### config.mk
export PLATFORM = sky130hd
export DESIGN_NAME = k_rom_sched
export DESIGN_NICKNAME = d
export VERILOG_FILES = /design/src/rtl/k_rom_sched.sv
export SDC_FILE = /design/constraint.sdc
export NUM_CORES = 1
export LEC_CHECK = 0
export CAP_MARGIN = 20
export CELL_PAD_IN_SITES_DETAIL_PLACEMENT = 2
export CELL_PAD_IN_SITES_GLOBAL_PLACEMENT = 2
export CORE_MARGIN = 4
export CORE_UTILIZATION = 21
export CTS_BUF_LIST = sky130_fd_sc_hd__clkbuf_8
export CTS_CLUSTER_SIZE = 28
export DETAILED_ROUTE_END_ITERATION = 7
export PLACE_DENSITY = 0.83
export SKIP_CTS_REPAIR_TIMING = 1
export SYNTH_ARGS = -nofsm -noshare
export SYNTH_HDL_FRONTEND = slang
export SYNTH_SLANG_ARGS = --single-unit
### constraint.sdc
create_clock -name clk -period 1.55 [get_ports clk]
set_input_delay 0.31 -clock clk [delete_from_list [all_inputs] [get_ports clk]]
set_output_delay 0.31 -clock clk [all_outputs]
set_load 0.01 [all_outputs]
### src/rtl/k_rom_sched.sv
// Round-robin scheduler sharing a single-port coefficient ROM between two burst requesters.
// Grants one burst at a time and returns owner-tagged data, forced to zero outside valid beats.
module k_rom_sched #(
  parameter int DWIDTH = 16,
  parameter int AWIDTH = 4
) (
  input  logic              clk,
  input  logic              rst,
  input  logic              req0,
  input  logic              req1,
  input  logic [AWIDTH-1:0] base0,
  input  logic [AWIDTH-1:0] base1,
  input  logic [AWIDTH:0]   len0,
  input  logic [AWIDTH:0]   len1,
  output logic              grant0,
  output logic              grant1,
  output logic              done0,
  output logic              done1,
  output logic              rom_en,
  output logic [AWIDTH-1:0] rom_addr,
  input  logic [DWIDTH-1:0] rom_data,
  output logic [DWIDTH-1:0] rd_data,
  output logic              rd_valid,
  output logic              rd_id,
  output logic              busy
);

  typedef enum logic [1:0] {IDLE, BURST, DRAIN} state_t;

  state_t            state, state_nxt;
  logic              prio, prio_nxt;
  logic              owner, owner_nxt;
  logic              zlen, zlen_nxt;
  logic [AWIDTH-1:0] addr_cnt, addr_nxt;
  logic [AWIDTH:0]   rem, rem_nxt;
  logic [AWIDTH:0]   len_sel;
  logic              arb_ok, win, win_id;
  logic              vld_p1, id_p1;

  always_comb begin
    state_nxt = state;
    prio_nxt  = prio;
    owner_nxt = owner;
    zlen_nxt  = zlen;
    addr_nxt  = addr_cnt;
    rem_nxt   = rem;
    // A zero-length grant spends one DRAIN cycle before its done, so it does not arbitrate.
    arb_ok    = (state == IDLE) || ((state == DRAIN) && !zlen);
    win       = arb_ok && (req0 || req1);
    win_id    = prio ? req1 : ~req0;
    len_sel   = win_id ? len1 : len0;

    case (state)
      BURST: begin
        addr_nxt = addr_cnt + 1'b1;
        rem_nxt  = rem - 1'b1;
        if (rem == {{AWIDTH{1'b0}}, 1'b1}) state_nxt = DRAIN;
      end
      DRAIN: begin
        if (zlen) zlen_nxt  = 1'b0;
        else      state_nxt = IDLE;
      end
      default: ;
    endcase

    if (win) begin
      owner_nxt = win_id;
      prio_nxt  = ~win_id;
      addr_nxt  = win_id ? base1 : base0;
      rem_nxt   = len_sel;
      zlen_nxt  = (len_sel == '0);
      state_nxt = (len_sel == '0) ? DRAIN : BURST;
    end
  end

  always_ff @(posedge clk) begin
    if (rst) begin
      state  <= IDLE;
      prio   <= 1'b0;
      owner  <= 1'b0;
      zlen   <= 1'b0;
      grant0 <= 1'b0;
      grant1 <= 1'b0;
      vld_p1 <= 1'b0;
      id_p1  <= 1'b0;
    end else begin
      state  <= state_nxt;
      prio   <= prio_nxt;
      owner  <= owner_nxt;
      zlen   <= zlen_nxt;
      grant0 <= win && !win_id;
      grant1 <= win && win_id;
      // stage p1: ROM read returns one cycle after the enable
      vld_p1 <= rom_en;
      id_p1  <= owner;
    end
  end

  always_ff @(posedge clk) begin
    addr_cnt <= addr_nxt;
    rem      <= rem_nxt;
  end

  assign rom_en   = (state == BURST);
  assign rom_addr = rom_en ? addr_cnt : '0;
  assign done0    = (state == DRAIN) && !zlen && !owner;
  assign done1    = (state == DRAIN) && !zlen && owner;
  assign busy     = (state != IDLE);
  assign rd_valid = vld_p1;
  assign rd_id    = id_p1;
  // The ROM floats its output when not enabled; never let that reach the consumer.
  assign rd_data  = vld_p1 ? rom_data : '0;

endmodule

==> results of run 1 <==
[cells in the mapped netlist, types with 2 or more instances]
library cell	number
xnor2_1	2
ha_1	3
xor2_1	3
buf_4	2
and2_1	23
or4_1	2
dfxtp_1	9
nand2_1	2
and3_1	2
mux2i_1	15
or2_2	2
a21oi_1	5
inv_1	6
nor2_1	13
edfxtp_1	9
nor3_1	2
[stage by stage]
stage                     instances  instance area (um^2)  hold WS, ns  total power (uW)
after floorplan                 114                  1120        0.377              1210
after global placement          261                  1990        0.460              1630
after detailed placement        261                  1990        0.493              1700
after CTS                       265                  2040        0.505              2110
after global routing            268                  2150        0.516              2250
final                           268                  2150        0.475              2090
[area by class of cell]
type / count / area [um^2] / share of cell area [%]
sequential: 18 / 454 / 21.1
timing repair buffer: 84 / 882 / 41.0
inverter: 6 / 22.5 / 1.05
clock buffer: 4 / 55.1 / 2.56
tap: 70 / 87.6 / 4.07
multi-input combinational: 86 / 652 / 30.3
[power by group through the flow]
stage          Combinational [uW]  Sequential (uW)  Clock (uW)
4_1_cts                       944              760         406
3_5_place_dp                  931              769           0
2_1_floorplan                 462              750           0
6_report                      929              766         394
3_3_place_gp                  876              755           0
5_1_grt                      1030              789         427
[layer usage]
metal	routed length [um]	track usage, %	vias up
met2	2260	25.8	55
met5	0	0	-
met4	65	5.07	0
met3	356	2.88	4
li1	-	-	560
met1	1690	13.1	556
[sequential cells by signal, indices dropped and copies added, names as in the netlist]
name and count:
state 2, grant0 1, rd_id 1, zlen 1, grant1 1, owner 1, rd_valid 1, addr_cnt 4
prio 1, rem 5
[kinds of logic (layout without fill, tap and decap cells)]
| kind of cell | after synthesis | after routing | share of synthesized area [%] |
|---|---|---|---|
| adders and majority gates | 3 | 3 | 3.34 |
| DFF | 18 | 18 | 40.1 |
| and+or+nand+nor | 50 | 50 | 24.7 |
| xor gates and xnor gates | 5 | 5 | 3.90 |
| AOI/OAI and AO/OA | 11 | 11 | 6.80 |
| muxes | 17 | 17 | 16.4 |
| buffers and inverters | 10 | 94 | 4.68 |
[worst paths after layout]
check / depth (start not counted) / from / end
min reg2reg: 2 / owner / rd_id
min: 3 / len1[3] / rem[3]
max reg2reg: 5 / state[1] / rem[1]
max: 3 / state[0] / busy
[worst max-delay path, cell delays in order (launching register included)]
cell and delay (ns):
dfxtp_2 0.36, buf_4 0.16, or2_2 0.27, clkbuf_2 0.14
==> impl_metrics.py, run 1 <==
metrics = {
    "status": {
        "status": "finished, final reports clean",
    },
    "critical_path": {
        "path_class": "reg -> out",
        "cp_data_arrival_time_ns": 1.19,
        "endpoint_kind": "output port",
        "crit_fanout": 4,
        "reg2reg_slack_ns": 0.11,
        "worstPathRequired_ns": 1.24,
        "start_kind": "flop",
    },
    "power_and_ir_drop": {
        "powerDensity_nw_per_um2": 970,
        "pwr-share-clk_pct": 18.9,
        "sw_frac_of_total_pct": 32.8,
        "power.internal_uw": 1400,
        "p_leak_uw": 0.00126,
        "pwr-share-comb_pct": 44.5,
        "ir_drop_mv": 0.435,
        "power.switching_uw": 684,
        "pwr-share-seq_pct": 36.6,
    },
    "route": {
        "vias_per_cell": 4.38,
        "wl_per_cell_um": 16.3,
        "drt-total-wl_um": 4370,
        "dr.pass1.iters": 4,
        "ant_nets": 0,
        "num_vias": 1175,
        "drc": 0,
        "drt_iter0_drc": 31,
    },
    "timing": {
        "fmax_ghz": 0.668,
        "fin_skew_ns": 0.00702,
        "final.period_utilization_pct": 96.7,
        "setup-violations-final": 0,
        "min_period_ns": 1.50,
        "final.setup.tns_ns": 0,
        "rsz0062_at_grt": "true",
        "final-hold-violation-count": 0,
        "max_slew_margin_pct": 83.8,
        "slew_viol_final": 0,
        "worst_pin_slew_ns": 0.238,
        "fin_ws_ns": 0.0519,
    },
    "clocking": {
        "clk_path_buf_depth": 2,
        "numClockSinks": 18,
        "cts_tree": "done",
        "clk_latency_ns": 0.26,
        "htreeDepth": 1,
        "numCtsBuffers": 3,
        "clk_pin_slew_ns": 0.07,
        "cts_root_buffer": "clkbuf_8",
    },
    "floorplan": {
        "initial_core_util_pct": 21.8,
        "die_area_um2": 6580,
        "die_h_um": 81.1,
        "ioPinCount": 66,
        "num_rows": 26,
        "core_area_um2": 5140,
        "die_w_um": 81.1,
    },
    "synthesis": {
        "synthTopCellsByArea": "edfxtp_1 (24%), dfxtp_1 (16%), mux2i_1 (13%), and2_1 (13%), nor2_1 (4.3%)",
        "ys_warn_count": 0,
        "synthFlopType": "edfxtp_1",
        "ys_types": 30,
        "syn_inst": 114,
        "ys_seq_area_share_pct": 40.1,
        "synthesis.nets": 155,
        "synthesis.area_um2": 1120,
        "avgSynthCellArea_um2": 9.84,
        "yosys.area.top_type": "edfxtp_1",
        "synth_edf_count": 9,
        "synth_top_area_share_pct": 24.1,
        "ys_ff_latch": 18,
        "async_reset_ff_share_pct": 0,
    },
    "final_layout": {
        "fillCellCount": 563,
        "fin_util_pct": 41.9,
        "area_delta_synth_final_pct": 91.9,
        "antennaDiodeCount": 0,
        "layout_common_cells": "clkdlybuf4s50_1 (32), dlymetal6s2s_1 (27), and2_1 (22)",
        "nNetsFinal": 240,
        "final_common_cell": "clkdlybuf4s50_1",
        "drive_gt1_share_pct": 20.7,
    },
    "job": {
        "drv_cap": 0,
    },
    "placement": {
        "gp_congestion": 0.779,
        "dp_slack_ns": -0.323,
        "hpwl_um": 3420,
        "io_buffers": 65,
    },
    "grt": {
        "grt_start_max_net_pins": 18,
        "overflow": 0,
        "grt_pass1_wl_um": 6570,
        "grt_pass1_vias": 1307,
        "track_usage_pct": 13.1,
        "antenna_found_initial": 0,
    },
    "worst_hold_path": {
        "hold_path.class": "in -> reg",
    },
}
(Power assumes the default switching activity.)
==> run 2, diff against run 1 <==
Settings changed: PLACE_DENSITY 0.83 to unset, PLACE_DENSITY_LB_ADDON set to 0.1.
==> run 2 against run 1 <==
Clock power up 2%. Worst hold slack improved by 0.016 ns. Combinational power grew 3.1%. Critical path depth increased by 2. Utilization is 0.68 points higher. Via count shrank 1.3%. Design area up 1.6%. Wire length increased by 8.7%. Die area unchanged. Sequential share of layout area fell by 0.17 points. Critical path type is now reg -> reg. Highest routed layer unchanged.
==> impl_metrics.py, run 2 (synthesized netlist as in run 1, its figures left out) <==
metrics = {
    "status": {
        "status": "finished, final reports clean",
    },
    "final_layout": {
        "largest_reg_flops": 5,
        "instances_no_fill": 269,
        "layout_common_cells": "clkdlybuf4s50_1 (33), dlymetal6s2s_1 (27), and2_1 (23)",
        "nNetsFinal": 241,
        "final_common_cell": "clkdlybuf4s50_1",
        "fillCellCount": 585,
        "area_delta_synth_final_pct": 95.0,
        "largest-register": "rem",
        "fin_area_um2": 2190,
        "largestRegisters": "rem: 5 flops, addr_cnt: 4 flops, state: 2 flops",
        "antennaDiodeCount": 0,
        "drive_gt1_share_pct": 22.1,
    },
    "critical_path": {
        "r2r_cells": 5,
        "crit_fanout": 8,
        "critPathMaxStageDelay_ns": 0.33,
        "path_class": "reg -> reg",
        "start_kind": "flop",
        "cpMaxStageDelayCell": "dfxtp_2",
        "crit_top_cell": "buf_6",
        "endpoint_kind": "flop",
        "cp_data_arrival_time_ns": 1.62,
        "path_cells": "buf_6 > buf_6 > a211oi_4 > buf_6 > mux2i_2",
        "reg2reg_slack_ns": 0.03,
        "worstPathRequired_ns": 1.65,
    },
    "grt": {
        "use_met1_pct": 16.6,
        "grt_pass1_wl_um": 6960,
        "antenna_found_initial": 0,
        "use_met3_pct": 3.33,
        "grt-busiest-layer": "met2",
        "grt_use_met2_pct": 25.5,
        "grt_start_max_net_pins": 18,
        "track_usage_pct": 13.9,
        "grt_pass1_vias": 1338,
        "overflow": 0,
    },
    "clocking": {
        "htreeDepth": 1,
        "clk_pin_slew_ns": 0.07,
        "cts_tree": "done",
        "numClockSinks": 18,
        "numCtsBuffers": 3,
        "clk_latency_ns": 0.26,
        "cts_root_buffer": "clkbuf_8",
        "clk_path_buf_depth": 2,
    },
    "floorplan": {
        "ioPinCount": 66,
        "die_h_um": 81.1,
        "num_rows": 26,
        "core_area_um2": 5140,
        "die_w_um": 81.1,
        "initial_core_util_pct": 21.8,
        "die_area_um2": 6580,
    },
    "timing": {
        "worst_pin_slew_ns": 0.335,
        "final-hold-violation-count": 0,
        "rsz0062_at_grt": "true",
        "slew_viol_final": 0,
        "fin_skew_ns": 0.00210,
        "fmax_ghz": 0.657,
        "final.period_utilization_pct": 98.1,
        "final.setup.tns_ns": 0,
        "max_slew_margin_pct": 77.6,
        "min_period_ns": 1.52,
        "setup-violations-final": 0,
        "fin_ws_ns": 0.0290,
    },
    "route": {
        "drc": 0,
        "drt_iter0_drc": 44,
        "num_vias": 1160,
        "ant_nets": 0,
        "vias_per_cell": 4.31,
        "drt-total-wl_um": 4750,
        "dr.pass1.iters": 3,
        "wl_per_cell_um": 17.6,
    },
    "placement": {
        "hpwl_um": 3690,
        "dpl_cell_area_um2": 1990,
        "placedCellCount": 263,
        "io_buffers": 65,
        "dp_slack_ns": -0.359,
        "gp_congestion": 0.772,
    },
    "power_and_ir_drop": {
        "ir_drop_mv": 0.505,
        "powerDensity_nw_per_um2": 973,
        "p_leak_uw": 0.00127,
        "finalPower_uw": 2130,
    },
    "job": {
        "drv_cap": 0,
    },
    "worst_hold_path": {
        "hold_path.class": "in -> reg",
        "worst_hold_path.num_cells": 3,
    },
}
## run 2: cell count changes in the layout (fill, tap and decap cells not counted), moves of 2 or more
cell,previous run,this run
buf_6,3,7
buf_4,14,12
or2_2,2,0
or2_4,0,2
## run 2: power by group
part	leakage, uW	switching, uW	internal (uW)
Clock	0.0000288	174	226
Sequential	0.000165	101	671
Combinational	0.00108	438	520
Total	0.00127	713	1420
## run 2: cell type report
class                   count  area [um^2]  area share (%)
multi-input cells          86          668            30.5
well taps                  70         87.6            4.00
clock buffers               4         55.1            2.52
repair buffers             85          897            41.0
flip-flops and latches     18          458            20.9
inverters                   6         22.5            1.03
## run 2: path summary, 6_finish.rpt
check / from / end
worst max-delay path: state[1] / addr_cnt[0]
worst min-delay path: len0[1] / rem[1]
worst max register to register: state[1] / addr_cnt[0]
worst min register to register: owner / rd_id
## run 2: layer usage
| layer | wire, um | up-vias |
|---|---|---|
| li1 | - | 561 |
| met1 | 1960 | 565 |
| met2 | 2570 | 30 |
| met3 | 187 | 4 |
| met4 | 23 | 0 |
| met5 | 0 | - |
## run 2: stage by stage
stage / hold slack [ns] / utilization [%]
global placement: 0.460 / 38.7
CTS: 0.492 / 39.8
detailed placement: 0.481 / 38.7
floorplan: 0.377 / -
global route: 0.540 / 42.6
finish: 0.491 / 42.6
## run 2: worst max-delay path, delay by kind of cell (launching register included)
family	cells	cell delay, ns
buf+inv	3	0.46
flops	1	0.33
compound gates	1	0.33
mux	1	0.24
==> run 3, diff against run 2 <==
Settings changed: SKIP_CTS_REPAIR_TIMING 1 to unset.
==> run 3 against run 2 <==
The run now ends with setup timing left. Via count down 0.34%. Flip-flop and latch count unchanged. Design area down 1.3%. Critical path depth up 1. Global-route usage up 0.79 points. First-iteration DRC count down 55%. Wire length down 1.7%. Die area unchanged. Fmax down 3.1%. Highest routed layer unchanged.
==> impl_metrics.py, run 3 (synthesized netlist as in run 1, its figures left out) <==
metrics = {
    "status": {
        "status": "complete, but fails checks",
        "violations": "setup timing",
    },
    "critical_path": {
        "endpoint_kind": "flop",
        "path_cells": "buf_6 > buf_6 > a211oi_4 > buf_6 > mux2_4 > nor2_2",
        "start_kind": "flop",
        "reg2reg_slack_ns": -0.02,
        "critPathMaxStageDelay_ns": 0.38,
        "r2r-end": "owner",
        "crit_top_cell": "buf_6",
        "crit_family": "buffers and inverters",
        "worstSetupEndpoint": "owner",
        "crit_start": "state[1]",
        "worst-path-buf-inv": 3,
        "cpMaxStageDelayCell": "a211oi_4",
        "cp_data_arrival_time_ns": 1.77,
        "crit_fanout": 4,
        "r2r_start": "state[1]",
        "path_class": "reg -> reg",
        "r2r_cells": 6,
        "worstPathRequired_ns": 1.75,
        "crit_cells": 6,
    },
    "timing": {
        "holdWs_ns": 0.502,
        "setup-violations-final": 1,
        "fin_skew_ns": 0.00181,
        "fmax_ghz": 0.637,
        "final.period_utilization_pct": 101,
        "max_slew_margin_pct": 75.9,
        "rsz0062_at_grt": "true",
        "final.setup.tns_ns": -0.0190,
        "slew_viol_final": 0,
        "min_period_ns": 1.57,
        "worst_pin_slew_ns": 0.361,
        "final-hold-violation-count": 0,
        "fin_ws_ns": -0.0190,
    },
    "route": {
        "wl_per_cell_um": 17.2,
        "num_vias": 1156,
        "vias_per_cell": 4.27,
        "ant_nets": 0,
        "drt_iter0_drc": 20,
        "drc": 0,
        "drt-total-wl_um": 4660,
        "dr.pass1.iters": 4,
    },
    "clocking": {
        "cts_tree": "done",
        "numClockSinks": 18,
        "numCtsBuffers": 3,
        "clk_path_buf_depth": 2,
        "cts_hold_buf": 0,
        "clk_latency_ns": 0.25,
        "clk_pin_slew_ns": 0.07,
        "cts_root_buffer": "clkbuf_8",
        "htreeDepth": 1,
    },
    "floorplan": {
        "die_h_um": 81.1,
        "num_rows": 26,
        "core_area_um2": 5140,
        "die_w_um": 81.1,
        "die_area_um2": 6580,
        "initial_core_util_pct": 21.8,
        "ioPinCount": 66,
    },
    "placement": {
        "gp_congestion": 0.772,
        "placedCellCount": 263,
        "hpwl_um": 3690,
        "io_buffers": 65,
    },
    "grt": {
        "track_usage_pct": 14.7,
        "overflow": 0,
        "grt_start_max_net_pins": 18,
        "antenna_found_initial": 0,
        "grt_pass1_wl_um": 7310,
        "grt_pass1_vias": 1363,
    },
    "final_layout": {
        "final_common_cell": "clkdlybuf4s50_1",
        "drive_gt1_share_pct": 28.4,
        "largest_reg_flops": 5,
        "layout_common_cells": "clkdlybuf4s50_1 (33), dlygate4sd2_1 (21), and2_1 (20)",
        "instances_no_fill": 271,
        "largest-register": "rem",
        "fin_util_pct": 42.0,
        "nNetsFinal": 243,
        "area_delta_synth_final_pct": 92.5,
        "antennaDiodeCount": 0,
        "largestRegisters": "rem: 5 flops, addr_cnt: 4 flops, state: 2 flops",
    },
    "power_and_ir_drop": {
        "ir_drop_mv": 0.488,
        "p_leak_uw": 0.000997,
        "pwr-share-clk_pct": 18.2,
        "finalPower_uw": 2160,
        "pwr-share-seq_pct": 35.8,
        "pwr-share-comb_pct": 46.0,
        "power.switching_uw": 718,
        "powerDensity_nw_per_um2": 999,
        "sw_frac_of_total_pct": 33.3,
        "power.internal_uw": 1440,
    },
    "job": {
        "drv_cap": 0,
    },
    "worst_hold_path": {
        "hold_path.class": "in -> reg",
    },
}
[run 3: worst min-delay path by stage]
stage / start / slack, ns / end / depth (start not counted)
2_1_floorplan: rst / 0.38 / rd_id / 1
3_3_place_gp: owner / 0.46 / rd_id / 2
3_5_place_dp: owner / 0.48 / rd_id / 2
4_1_cts: owner / 0.49 / rd_id / 2
5_1_grt: len1[4] / 0.55 / rem[4] / 3
6_report: len1[1] / 0.50 / rem[1] / 3
[run 3: through the flow]
step                      setup slack [ns]  area [um^2]
after floorplan                      0.147         1120
after CTS                          -0.0270         2110
after global routing               -0.0841         2160
after global placement              -0.295         1990
final                              -0.0190         2160
after detailed placement            -0.359         1990
[run 3: worst register-to-register path, delay by kind of cell, from the launching register on]
kind                   cells  cell delay (ns)
AOI/OAI and AO/OA          1             0.38
buffers and inverters      3             0.40
and+or+nand+nor            1             0.10
muxes                      1             0.30
DFF                        1             0.33
[run 3: cell type report]
type                    count  area, um^2
repair buffers             87         837
flip-flops and latches     18         458
fillers                   594        2980
well taps                  70        87.6
clock buffers               4        55.1
inverters                   6        22.5
multi-input cells          86         701
[run 3: power by group through the flow]
stage | combinational, uW | clock [uW] | sequential (uW)
finish | 994 | 392 | 773
global route | 1100 | 441 | 794
CTS | 969 | 411 | 774
detailed placement | 927 | 0 | 770
global placement | 888 | 0 | 765
floorplan | 462 | 0 | 750
[run 3: timing repair]
action | 4_1_cts | 5_1_grt
gates resized for setup | 76 | 20
pin swaps | 7 | 9
setup endpoints to repair | 35 | 25
cloned | 1 | 0
buffers inserted | 1 | 2
[run 3: routing by layer]
layer / GRT usage, % / part of all wire (%)
met5: 0 / 0
met1: 18.0 / 43
met4: 2.03 / 0.26
met3: 3.22 / 3.7
met2: 26.7 / 53
